## src/rtl/iter_cmp_unit.sv

```systemverilog
// Multi-cycle MSB-first compare unit: DIGIT bits per cycle, early exit on the
// first differing digit. Covers eq/ne/lt/ge/ltu/geu behind start/valid.
//
// state  | meaning
// S_IDLE | waiting for start
// S_RUN  | comparing one digit per cycle, busy high
// S_DONE | one-cycle valid pulse, result presented; may accept again
module iter_cmp_unit #(
  parameter int WIDTH = 32,
  parameter int DIGIT = 8
) (
  input  logic             clk,
  input  logic             rst,
  input  logic             start,
  input  logic [2:0]       op,
  input  logic [WIDTH-1:0] a,
  input  logic [WIDTH-1:0] b,
  output logic             busy,
  output logic             valid,
  output logic [WIDTH-1:0] res,
  output logic             ill_op
);

  localparam int NDIG = WIDTH / DIGIT;
  localparam int KW   = (NDIG > 1) ? $clog2(NDIG) : 1;
  localparam logic [WIDTH-1:0] MSB_MASK = {1'b1, {(WIDTH-1){1'b0}}};

  generate
    if ((WIDTH % DIGIT) != 0) begin : g_bad_digit
      $error("iter_cmp_unit: DIGIT must divide WIDTH");
    end
  endgenerate

  typedef enum logic [1:0] {S_IDLE, S_RUN, S_DONE} state_t;

  state_t           state_q, state_d;
  logic [WIDTH-1:0] a_q, a_d, b_q, b_d;
  logic [2:0]       op_q, op_d;
  logic [KW-1:0]    k_q, k_d;
  logic             res_q, res_d;
  logic             ill_q, ill_d;

  // Operands are shifted left each step, so the digit under test is always on top.
  logic [DIGIT-1:0] dig_a, dig_b;
  logic             dig_eq, dig_lt, is_signed;

  assign dig_a     = a_q[WIDTH-1 -: DIGIT];
  assign dig_b     = b_q[WIDTH-1 -: DIGIT];
  assign dig_eq    = (dig_a == dig_b);
  assign dig_lt    = (dig_a < dig_b);
  // Flipping the sign bit turns a signed compare into an unsigned one.
  assign is_signed = op[2] & ~op[1];

  // Next-state, operand stepping and result capture.
  always_comb begin
    state_d = state_q;
    a_d     = a_q;
    b_d     = b_q;
    op_d    = op_q;
    k_d     = k_q;
    res_d   = res_q;
    ill_d   = ill_q;
    case (state_q)
      S_IDLE, S_DONE: begin
        if (start) begin
          state_d = S_RUN;
          k_d     = KW'(NDIG - 1);
          op_d    = op;
          a_d     = is_signed ? (a ^ MSB_MASK) : a;
          b_d     = is_signed ? (b ^ MSB_MASK) : b;
        end else begin
          state_d = S_IDLE;
        end
      end
      S_RUN: begin
        if (!dig_eq || (k_q == '0)) begin
          state_d = S_DONE;
          ill_d   = 1'b0;
          case (op_q)
            3'b000:         res_d = dig_eq;
            3'b001:         res_d = ~dig_eq;
            3'b100, 3'b110: res_d = dig_lt;
            3'b101, 3'b111: res_d = ~dig_lt;
            default: begin
              res_d = 1'b0;
              ill_d = 1'b1;
            end
          endcase
        end else begin
          k_d = k_q - KW'(1);
          a_d = a_q << DIGIT;
          b_d = b_q << DIGIT;
        end
      end
      default: state_d = S_IDLE;
    endcase
  end

  // State and datapath registers with synchronous reset.
  always_ff @(posedge clk) begin
    if (rst) begin
      state_q <= S_IDLE;
      a_q     <= '0;
      b_q     <= '0;
      op_q    <= '0;
      k_q     <= '0;
      res_q   <= 1'b0;
      ill_q   <= 1'b0;
    end else begin
      state_q <= state_d;
      a_q     <= a_d;
      b_q     <= b_d;
      op_q    <= op_d;
      k_q     <= k_d;
      res_q   <= res_d;
      ill_q   <= ill_d;
    end
  end

  assign busy   = (state_q == S_RUN);
  assign valid  = (state_q == S_DONE);
  assign res    = WIDTH'(res_q);
  assign ill_op = ill_q;

endmodule

```

## config.mk

```make
export PLATFORM = sky130hd
export DESIGN_NAME = iter_cmp_unit
export DESIGN_NICKNAME = d
export VERILOG_FILES = /design/src/rtl/iter_cmp_unit.sv
export SDC_FILE = /design/constraint.sdc
export NUM_CORES = 1
export LEC_CHECK = 0
export ABC_AREA = 0
export ABC_CLOCK_PERIOD_IN_PS = 2200
export BUFFER_PORTS_ARGS = -buffer_cell sky130_fd_sc_hd__buf_2
export CORE_MARGIN = 2
export CORE_UTILIZATION = 46
export DETAILED_ROUTE_END_ITERATION = 8
export PLACE_DENSITY_LB_ADDON = 0.25
export SYNTH_ARGS = -nofsm -noshare
export SYNTH_HDL_FRONTEND = slang
export SYNTH_SLANG_ARGS = --single-unit
```

## constraint.sdc

```tcl
create_clock -name clk -period 2.2 [get_ports clk]
set_clock_uncertainty 0.15 [all_clocks]
set_input_delay 0.44 -clock clk [delete_from_list [all_inputs] [get_ports clk]]
set_output_delay 0.44 -clock clk [all_outputs]
set_load 0.01 [all_outputs]
```

-- Yosys cells after proc, flatten, opt, wreduce, memory -nomap -nowiden
Index checks and enable logic that the tools add are counted.
- flip-flop bits (word level): 73
- bits of input ports: 70
- output and inout bits: 35
- logic and storage cells: 55
- add/subtract/negate cells: 1
- order comparisons: 1
- equality and inequality tests: 11
- mux-type cells: 16
- bitwise operators: 6
- reduce and logical (&&, ||, !) cells: 13
- operator list (kind ; count):
    $mux W32 ; 6
    $pmux W32 S2 ; 2
    $eq A3 B3 Y1 const B ; 4
    $eq A8 B8 Y1 ; 1
    $lt A8 B8 Y1 ; 1
    $pmux W2 S2 ; 2
    $mux W2 ; 3
    $reduce_or A2 Y1 ; 3
    $reduce_or A6 Y1 ; 1
    $not A1 Y1 ; 5
    $logic_not A2 Y1 ; 2
    $ne A2 B2 Y1 const B ; 2
    $pmux W1 S4 ; 1
    $reduce_and A2 Y1 ; 2
    $eq A3 B1 Y1 const B ; 1
    $logic_not A3 Y1 ; 1
    $reduce_and A3 Y1 ; 1
    $eq A2 B1 Y1 const B ; 1
    $eq A2 B2 Y1 const B ; 1
    $mux W1 ; 2
    $ne A2 B1 Y1 const B ; 1
    $reduce_bool A2 Y1 ; 1
    $sub A2 B1 Y2 const B ; 1
    $and A1 B1 Y1 ; 1
    other kinds (2) ; 2

-- Longest topological paths before layout
Gate-level depths: netlist of run 1.
- depth after elaboration: 5
- gate-level depth with buffers: 9

-- Worst setup path after synthesis of run 1
No wires, ideal clock.
- kind: register to register
- start point: register b_q[31]
- end point: register a_q[25]
- library setup time: 133 ps
- arrival time: 1740 ps
- setup slack: 177 ps
- stages on the path, launching flop included: 10
- path buffers: 3
- period minus slack after synthesis: 2023 ps
- cell sequence: dfxtp_1 -> inv_1 -> ha_1 -> nand4_2 -> nor4_4 -> or2_1 -> buf_4 -> buf_6 -> buf_2 -> a311oi_1
- longest elaborated chain between the ends: 5
- ends and longest elaborated chain (what ; RTL line ; RTL):
    start, declared ; 37 ; logic [WIDTH-1:0] a_q, a_d, b_q, b_d;
    start signal, assigned ; 104 ; b_q <= '0;
    start signal, assigned ; 112 ; b_q <= b_d;
    $eq A8 B8 Y1 ; 49 ; assign dig_eq = (dig_a == dig_b);
    $logic_not A1 Y1 ; 76 ; if (!dig_eq || (k_q == '0)) begin
    $logic_or A1 B1 Y1 ; 76 ;
    $ne A2 B2 Y1 (no line) ; -- ;
    $reduce_and A3 Y1 (no line) ; -- ;
    end signal, assigned ; 103 ; a_q <= '0;
    end signal, assigned ; 111 ; a_q <= a_d;
    end, declared ; 37 ;
No other way between the ends.
A chain may end at the register's enable or synchronous reset.

-- Worst setup path in the final report of run 1
- start point: register b_q[28]
- end point: register b_q[17]
- longest elaborated chain between the ends: 5
- ends and longest elaborated chain (what ; RTL line):
    $eq A8 B8 Y1 ; 49
    $logic_not A1 Y1 ; 76
    $logic_or A1 B1 Y1 ; 76
    $ne A2 B2 Y1 (no line) ; --
    $reduce_and A3 Y1 (no line) ; --
No other way between the ends.

==> results of run 1 <==
==> tightest hold or removal path: stages <==
cell and delay (ns):
sky130_fd_sc_hd__buf_2 0.08, sky130_fd_sc_hd__a21oi_1 0.05, sky130_fd_sc_hd__nor2_1 0.07
==> state kept, by name, indices dropped and copies added, names as in the netlist <==
signal / count
b_q: 32
a_q: 32
op_q: 3
res_q: 1
ill_op: 1
k_q: 2
state_q: 2
==> power by group <==
part | internal (mW) | switching, mW | leakage [nW]
clock | 0.431 | 0.481 | 0.0822
combinational | 0.354 | 0.395 | 1.26
sequential | 1.43 | 0.0742 | 0.607
total | 2.22 | 0.950 | 1.94
==> layout make-up <==
| cell class | count | area, um2 | area share |
|---|---|---|---|
| inverters | 14 | 52.6 | 0.0114 |
| multi-input cells | 309 | 1960 | 0.424 |
| well taps | 99 | 124 | 0.0268 |
| repair buffers | 107 | 848 | 0.184 |
| flip-flops and latches | 73 | 1470 | 0.319 |
| clock buffers | 12 | 145 | 0.0314 |
| clock inverters | 3 | 17.5 | 0.00379 |
==> worst max-delay path by stage <==
stage	startpoint	endpoint	depth (start not counted)	slack, ns
after floorplan	b_q[31]	a_q[25]	9	0.18
after global routing	a_q[24]	b_q[26]	9	-0.09
after global placement	b_q[27]	a_q[31]	8	-0.17
after CTS	b_q[26]	a_q[29]	9	0.003
final	b_q[28]	b_q[17]	9	0.04
after detailed placement	b_q[27]	a_q[31]	8	-0.23
==> synthesized netlist by cell type (2+ instances only) <==
master	count	area [um2]
sky130_fd_sc_hd__a211oi_1	2	15.0
sky130_fd_sc_hd__a21oi_1	9	45.0
sky130_fd_sc_hd__a22oi_1	16	120
sky130_fd_sc_hd__a311oi_1	47	412
sky130_fd_sc_hd__buf_2	7	35.0
sky130_fd_sc_hd__buf_4	34	255
sky130_fd_sc_hd__buf_6	5	56.3
sky130_fd_sc_hd__clkbuf_1	19	71.3
sky130_fd_sc_hd__dfxtp_1	73	1460
sky130_fd_sc_hd__ha_1	9	113
sky130_fd_sc_hd__inv_1	14	52.6
sky130_fd_sc_hd__mux2i_1	2	20.0
sky130_fd_sc_hd__nand2_1	99	372
sky130_fd_sc_hd__nand4_1	2	12.5
sky130_fd_sc_hd__nor2_1	71	267
sky130_fd_sc_hd__nor2b_1	3	18.8
sky130_fd_sc_hd__o211ai_1	2	15.0
sky130_fd_sc_hd__o21ai_0	2	10.0
sky130_fd_sc_hd__o31ai_1	2	15.0
sky130_fd_sc_hd__xnor2_1	2	17.5
==> per-stage QoR <==
stage,area [um2],setup TNS [ns],worst slack [ns]
5_1_grt,4620,-1.18,-0.0859
3_5_place_dp,3800,-2.50,-0.232
6_report,4620,0,0.0364
2_1_floorplan,3590,0,0.177
4_1_cts,4080,0,0.00298
3_3_place_gp,3800,-1.27,-0.174
==> per-layer routing <==
metal  vias up  track usage  wire (um)
li1       1583            -          -
met1      1590        0.272       4270
met2       111        0.305       4530
met3        13       0.0534        568
met4         0       0.0581        107
met5         -            0          0
==> logic make-up after synthesis <==
kind of cell             Yosys count  synth area share
buffers and inverters             79             0.135
adder cells (fa/ha/maj)            9            0.0324
other                              1           0.00108
multiplexers                       2           0.00576
XOR/XNOR                           2           0.00504
AND/OR/NAND/NOR                  183             0.214
flip-flops                        73             0.421
AO/OA/AOI/OAI                     81             0.185
==> repair_timing <==
item | 4_1_cts | 5_1_grt
buffers inserted | 1 | 7
endpoints found under the setup margin | 57 | 68
pin swaps | 4 | 42
gates cloned | 2 | 11
resized for setup | 11 | 58
endpoints found under the hold margin | 0 | 0
==> reports/results.md, run 1 <==
- 0.00826 mm2 — die area
- 259 — count of routing violations after the opening detailed-route iteration
- sky130_fd_sc_hd__dfxtp_1 — most frequently used flop master after synthesis
- 593 — number of nets at the end of the flow
- 31 — cell row count
- 0 — number of synthesized flops with an enable pin
- 2.27 ns — data required time of the critical path
- op[2] — start point of the worst hold path
- 0 — fraction of registers with async set or reset after synthesis
- 0 — Congestion Overflow GR
- 0.462 GHz — top achievable clock speed
- 0 — total count of hold-check failures in the final report
- 0.353 — share of post-route cells with drive strength above 1
- 15.3 um — average wire per cell in the routed design
- simple AND/OR/NAND/NOR gates — kind of cell with the highest combined delay on the critical path
- 0.476 — initial standard-cell utilization of the core
- sky130_fd_sc_hd__nand2_1 — most common library cell in the layout ignoring fill and taps
- 2.16 ns — final critical path time including I/O delays and setup
- 0.175 ns — hold slack
- 2 — clock tree buffer depth
- 90.9 um — width of the die
- b_q[17] — worst r2r dst
- flop — Critical Path Source Type
- flop to flop — Setup CP Type
- sky130_fd_sc_hd__dfxtp_2 — CP max-delay cell
- 0 — # DRC
- 2.24 ns — Worst Path Arrival
- 0 — total of max-cap violations
- 0.983 — Tcrit/Tclk final
- 2849 — vias in the first global route
- 7 — biggest fanout along the worst timing path
- input port to flop — path class of the lowest-slack min-delay path
- 0 — count of synthesis-stage warnings from yosys
- 0.00347 mm2 — Cell Area, Synth
- sky130_fd_sc_hd__nand2_1, sky130_fd_sc_hd__buf_2, sky130_fd_sc_hd__dfxtp_1 — leading cell types in the layout, fill and taps excluded
- 30 — number of distinct library cells after synthesis
- 3.17 mW — total chip power
- 5490 um — HPWL after detailed placement
- 0.633 — post-layout utilization of the core
- 0 — hold buffer count at cts
- sky130_fd_sc_hd__clkbuf_8 — CTS root buf
- 105 — number of I/O pins
- 430 — count of mapped cells out of synthesis
- 73 — number of synthesized register bits
- 581 — cell count after placement
- finished, final reports clean — status
- 0 — final count of pins violating max slew
- 9 — depth of the most critical reg-to-reg path
- 0.08 ns — clock-pin slew on the worst setup and hold paths
- 0.510 ns — slew of the pin with the lowest slew margin
- 73 — number of buffers inserted by port buffering
- 0.421 — register area share after synthesis
- 0.198 — Overall Global Routing Usage
- 3 — count of H-tree levels built during CTS
- 617 — non-filler instance count after layout
- b_q[28] — Reg-to-Reg Start
- 627 — fill cell total of the finished layout
- 73 — clock sink total
- 0.00729 mm2 — Core Footprint
- 0 — number of antenna violations at the first check in global routing
- 0 — Setup Viol. Count Final
- 0.34 ns — max incr delay on CP
- 685 mW/mm2 — power density of the placed cells
- 5.34 — detailed-route vias per instance
- inv_2 -> ha_4 -> nand4_4 -> nor4_4 -> buf_4 -> or2_4 -> buf_6 -> clkbuf_16 -> a311oi_2 — list of cells traversed by the critical path
- 1.94 nW — Leak
- 0.657 — worst slew slack as a fraction of its limit
- 33.0% — area added between synthesis and finish
- 0.35 ns — Skew-Pair Late Insertion Delay
- 3 — number of stages on the worst hold path
- 0.369 mV — IR Drop Worst-Case VDD
- 0 — diode insertion count for antenna repair
- 9470 um — Routed Wire Length
- 0 — antenna violation net count after detailed routing
- 9 — total CTS buffers
- 13200 um — global-route wire length before repair
- yes — unrepaired setup endpoints after global routing
- flop — endpoint kind of the worst setup timing path
- 90.9 um — die boundary height
- 8.08 um2 — Mean Syn Cell Area
- 5 — Pre-Repair DR Iteration Count
- 73 — largest net degree at the start of global routing
- 4 — buffers plus inverters on the worst setup path
- built — CTS tree
- 3297 — routed vias
- 0.801 — placer congestion estimate
- 0.04 ns — Reg2Reg Setup Slack
- op_q[2] — Hold Path End
Note: power is estimated with default switching activity, not from simulation.
==> run 2, diff against run 1 <==
Settings changed: CORE_UTILIZATION 46 to 45.
==> run 2 against run 1 <==
Effect of this change:
- the run now ends with negative setup slack left
- maximum frequency down 3.2%
- core utilization down 5.7 points
- sequential power about the same
- count of clock-buffer cells in the layout up 3
- hold slack better by 0.014 ns
- non-clock buffer count down 6
- setup slack worse by 0.071 ns
- critical endpoint is now a_q[16]
- largest power group unchanged
==> reports/results.md, run 2 (same netlist as run 1, synthesis figures left out) <==
- 3 — count of H-tree levels built during CTS, unchanged
- 8 — depth of the most critical reg-to-reg path, -1
- 14.6 um — average wire per cell in the routed design, -4.5%
- 0.457 — initial standard-cell utilization of the core, -0.0197
- 0.00844 mm2 — die area, +2.1%
- 8990 um — Routed Wire Length, -5.0%
- 587 — number of nets at the end of the flow, -1.0%
- 0 — final count of pins violating max slew, unchanged
- built — CTS tree
- op_q[2] — Hold Path End
- 0 — total of max-cap violations, unchanged
- 73 — number of buffers inserted by port buffering, unchanged
- 0.779 — placer congestion estimate, -2.8%
- 0.282 — met2 global-route usage, -0.0229
- negative setup slack — violated checks
- 0.0460 — met3 capacity usage during global routing, -0.00741
- 0 — hold buffer count at cts, unchanged
- 0 — # DRC, unchanged
- 9 — total CTS buffers, unchanged
- 11 — Setup Viol. Count Final, +11
- 3 — number of stages on the worst hold path, unchanged
- 0.34 ns — Skew-Pair Late Insertion Delay, about the same
- 105 — number of I/O pins, unchanged
- 166 — count of routing violations after the opening detailed-route iteration, -36%
- 12300 um — global-route wire length before repair, -7.3%
- flop — endpoint kind of the worst setup timing path
- 0 — diode insertion count for antenna repair, unchanged
- sky130_fd_sc_hd__clkbuf_8 — CTS root buf
- 2.30 ns — data required time of the critical path, +0.03 ns
- 0.882 mW — switching power summed over all nets, -7.2%
- -0.0156 ns — pre-CTS worst setup slack, +0.216 ns
- 0.219 — part of the power in combinational logic, -0.018
- 0.251 — grt met1 use, -0.0206
- 73 — largest net degree at the start of global routing, unchanged
- op[2] — start point of the worst hold path
- 3174 — routed vias, -3.7%
- 0.00761 mm2 — Core Footprint, +4.3%
- flop to flop — Setup CP Type
- 0 — antenna violation net count after detailed routing, unchanged
- yes — unrepaired setup endpoints after global routing
- 5.17 — detailed-route vias per instance, -3.3%
- 0.07 ns — clock-pin slew on the worst setup and hold paths, about the same
- 2.23 ns — final critical path time including I/O delays and setup, +0.0705 ns
- 91.9 um — width of the die, +1.1%
- a_q (32), b_q (32), op_q (3) — Top Registers
- 0.181 — Overall Global Routing Usage, -0.0163
- flop — Critical Path Source Type
- 0.299 — share of post-route cells with drive strength above 1, -0.0545
- a_q[16] — worst r2r dst
- 2.34 ns — Worst Path Arrival, +0.10 ns
- sky130_fd_sc_hd__nand2_1 — most common library cell in the layout ignoring fill and taps
- 0.490 — sequential power share, +0.015
- 0 — Congestion Overflow GR, unchanged
- 26.2% — area added between synthesis and finish
- 697 mW/mm2 — power density of the placed cells, +1.6%
- 706 — fill cell total of the finished layout, +13%
- 580 — cell count after placement, -0.17%
- 5280 um — HPWL after detailed placement, -3.9%
- 7 — biggest fanout along the worst timing path, unchanged
- 2665 — vias in the first global route, -6.5%
- 614 — non-filler instance count after layout, -0.49%
- a_q[24] — Reg-to-Reg Start
- 0 — total count of hold-check failures in the final report, unchanged
- 2 — clock tree buffer depth, unchanged
- -0.0341 ns — setup slack after layout, -0.0705 ns
- 32 — cell row count, +3.2%
- finished, violations left — status
- input port to flop — path class of the lowest-slack min-delay path
- 4 — Pre-Repair DR Iteration Count, -1
- 91.9 um — die boundary height, +1.1%
- 0.344 mV — IR Drop Worst-Case VDD, -6.8%
- 0 — number of antenna violations at the first check in global routing, unchanged
- sky130_fd_sc_hd__nand2_1, sky130_fd_sc_hd__buf_2, sky130_fd_sc_hd__dfxtp_1 — leading cell types in the layout, fill and taps excluded
- 2.17 mW — internal power, -2.0%
- 0.448 GHz — top achievable clock speed, -3.2%
- 0.291 — relative contribution of the clock network to total power, +0.003
- 1.02 — Tcrit/Tclk final, +0.0321
- 1.88 nW — Leak, -3.4%
- -0.03 ns — Reg2Reg Setup Slack, -0.07 ns
- 73 — clock sink total, unchanged
- 0.289 — switching part of the total, -0.0113
- met2 — global route hottest layer
## run 2: changes by cell type in the layout (fill, tap and decap cells not counted), moves of 4 or more
cell	before	now
sky130_fd_sc_hd__inv_2	7	3
sky130_fd_sc_hd__ha_4	8	3
sky130_fd_sc_hd__a311oi_2	17	8
sky130_fd_sc_hd__dfxtp_1	64	69
sky130_fd_sc_hd__dfxtp_2	9	4
sky130_fd_sc_hd__nor2_2	8	15
sky130_fd_sc_hd__inv_1	7	11
sky130_fd_sc_hd__nor2_4	7	1
sky130_fd_sc_hd__a311oi_1	30	39
sky130_fd_sc_hd__ha_1	1	6
sky130_fd_sc_hd__buf_4	17	12
## run 2: through the flow
| step | TNS, ns | cell area [um2] | hold slack [ns] | total power, mW | utilization |
|---|---|---|---|---|---|
| floorplan | 0 | 3590 | 0.282 | 1.92 | - |
| global placement | 0 | 3780 | 0.292 | 2.02 | 0.496 |
| detailed placement | -0.0192 | 3780 | 0.298 | 2.04 | 0.496 |
| CTS | 0 | 3940 | 0.182 | 2.92 | 0.518 |
| global route | -3.17 | 4380 | 0.188 | 3.20 | 0.576 |
| finish | -0.206 | 4380 | 0.189 | 3.05 | 0.576 |
## run 2: how the worst max path moves through the flow
stage / from / end / slack [ns] / depth (start not counted)
after floorplan: b_q[31] / a_q[25] / 0.18 / 9
after global placement: b_q[27] / b_q[8] / 0.07 / 8
after detailed placement: b_q[27] / b_q[8] / -0.02 / 8
after CTS: b_q[29] / b_q[8] / 0.007 / 8
after global routing: a_q[24] / a_q[20] / -0.14 / 9
final: a_q[24] / a_q[16] / -0.03 / 8
## run 2: area by class of cell
type / count / area [um2] / area share
clock buffers: 15 / 156 / 0.0357
well taps: 102 / 128 / 0.0291
multi-input cells: 309 / 1810 / 0.413
flip-flops and latches: 73 / 1470 / 0.335
inverters: 14 / 52.6 / 0.0120
repair buffers: 101 / 769 / 0.176
## run 2: power groups by stage
| stage | sequential, mW | clock, mW | combinational (mW) |
|---|---|---|---|
| 5_1_grt | 1.51 | 0.955 | 0.735 |
| 4_1_cts | 1.49 | 0.902 | 0.529 |
| 2_1_floorplan | 1.50 | 0 | 0.418 |
| 3_5_place_dp | 1.52 | 0 | 0.522 |
| 6_report | 1.50 | 0.888 | 0.669 |
| 3_3_place_gp | 1.51 | 0 | 0.510 |
## run 2: what timing repair did
| action | CTS | global route |
|---|---|---|
| setup buffers | 1 | 5 |
| pin swaps | 1 | 49 |
| gates resized for setup | 0 | 43 |
| gates cloned | 0 | 13 |
| endpoints found under the setup margin | 7 | 51 |
## run 2: metal layers
metal | wire length [um] | up-vias
met5 | 0 | -
met4 | 51 | 0
met3 | 432 | 6
met2 | 4320 | 76
met1 | 4190 | 1513
li1 | - | 1579
## run 2: critical path: stages, from the launching register on
cell and delay, ns:
sky130_fd_sc_hd__dfxtp_2 0.34, sky130_fd_sc_hd__inv_1 0.04, sky130_fd_sc_hd__ha_1 0.26, sky130_fd_sc_hd__nand4_1 0.21
sky130_fd_sc_hd__nor4_4 0.35, sky130_fd_sc_hd__or2_4 0.32, sky130_fd_sc_hd__clkbuf_16 0.19, sky130_fd_sc_hd__nor2_1 0.04
sky130_fd_sc_hd__a311oi_1 0.23
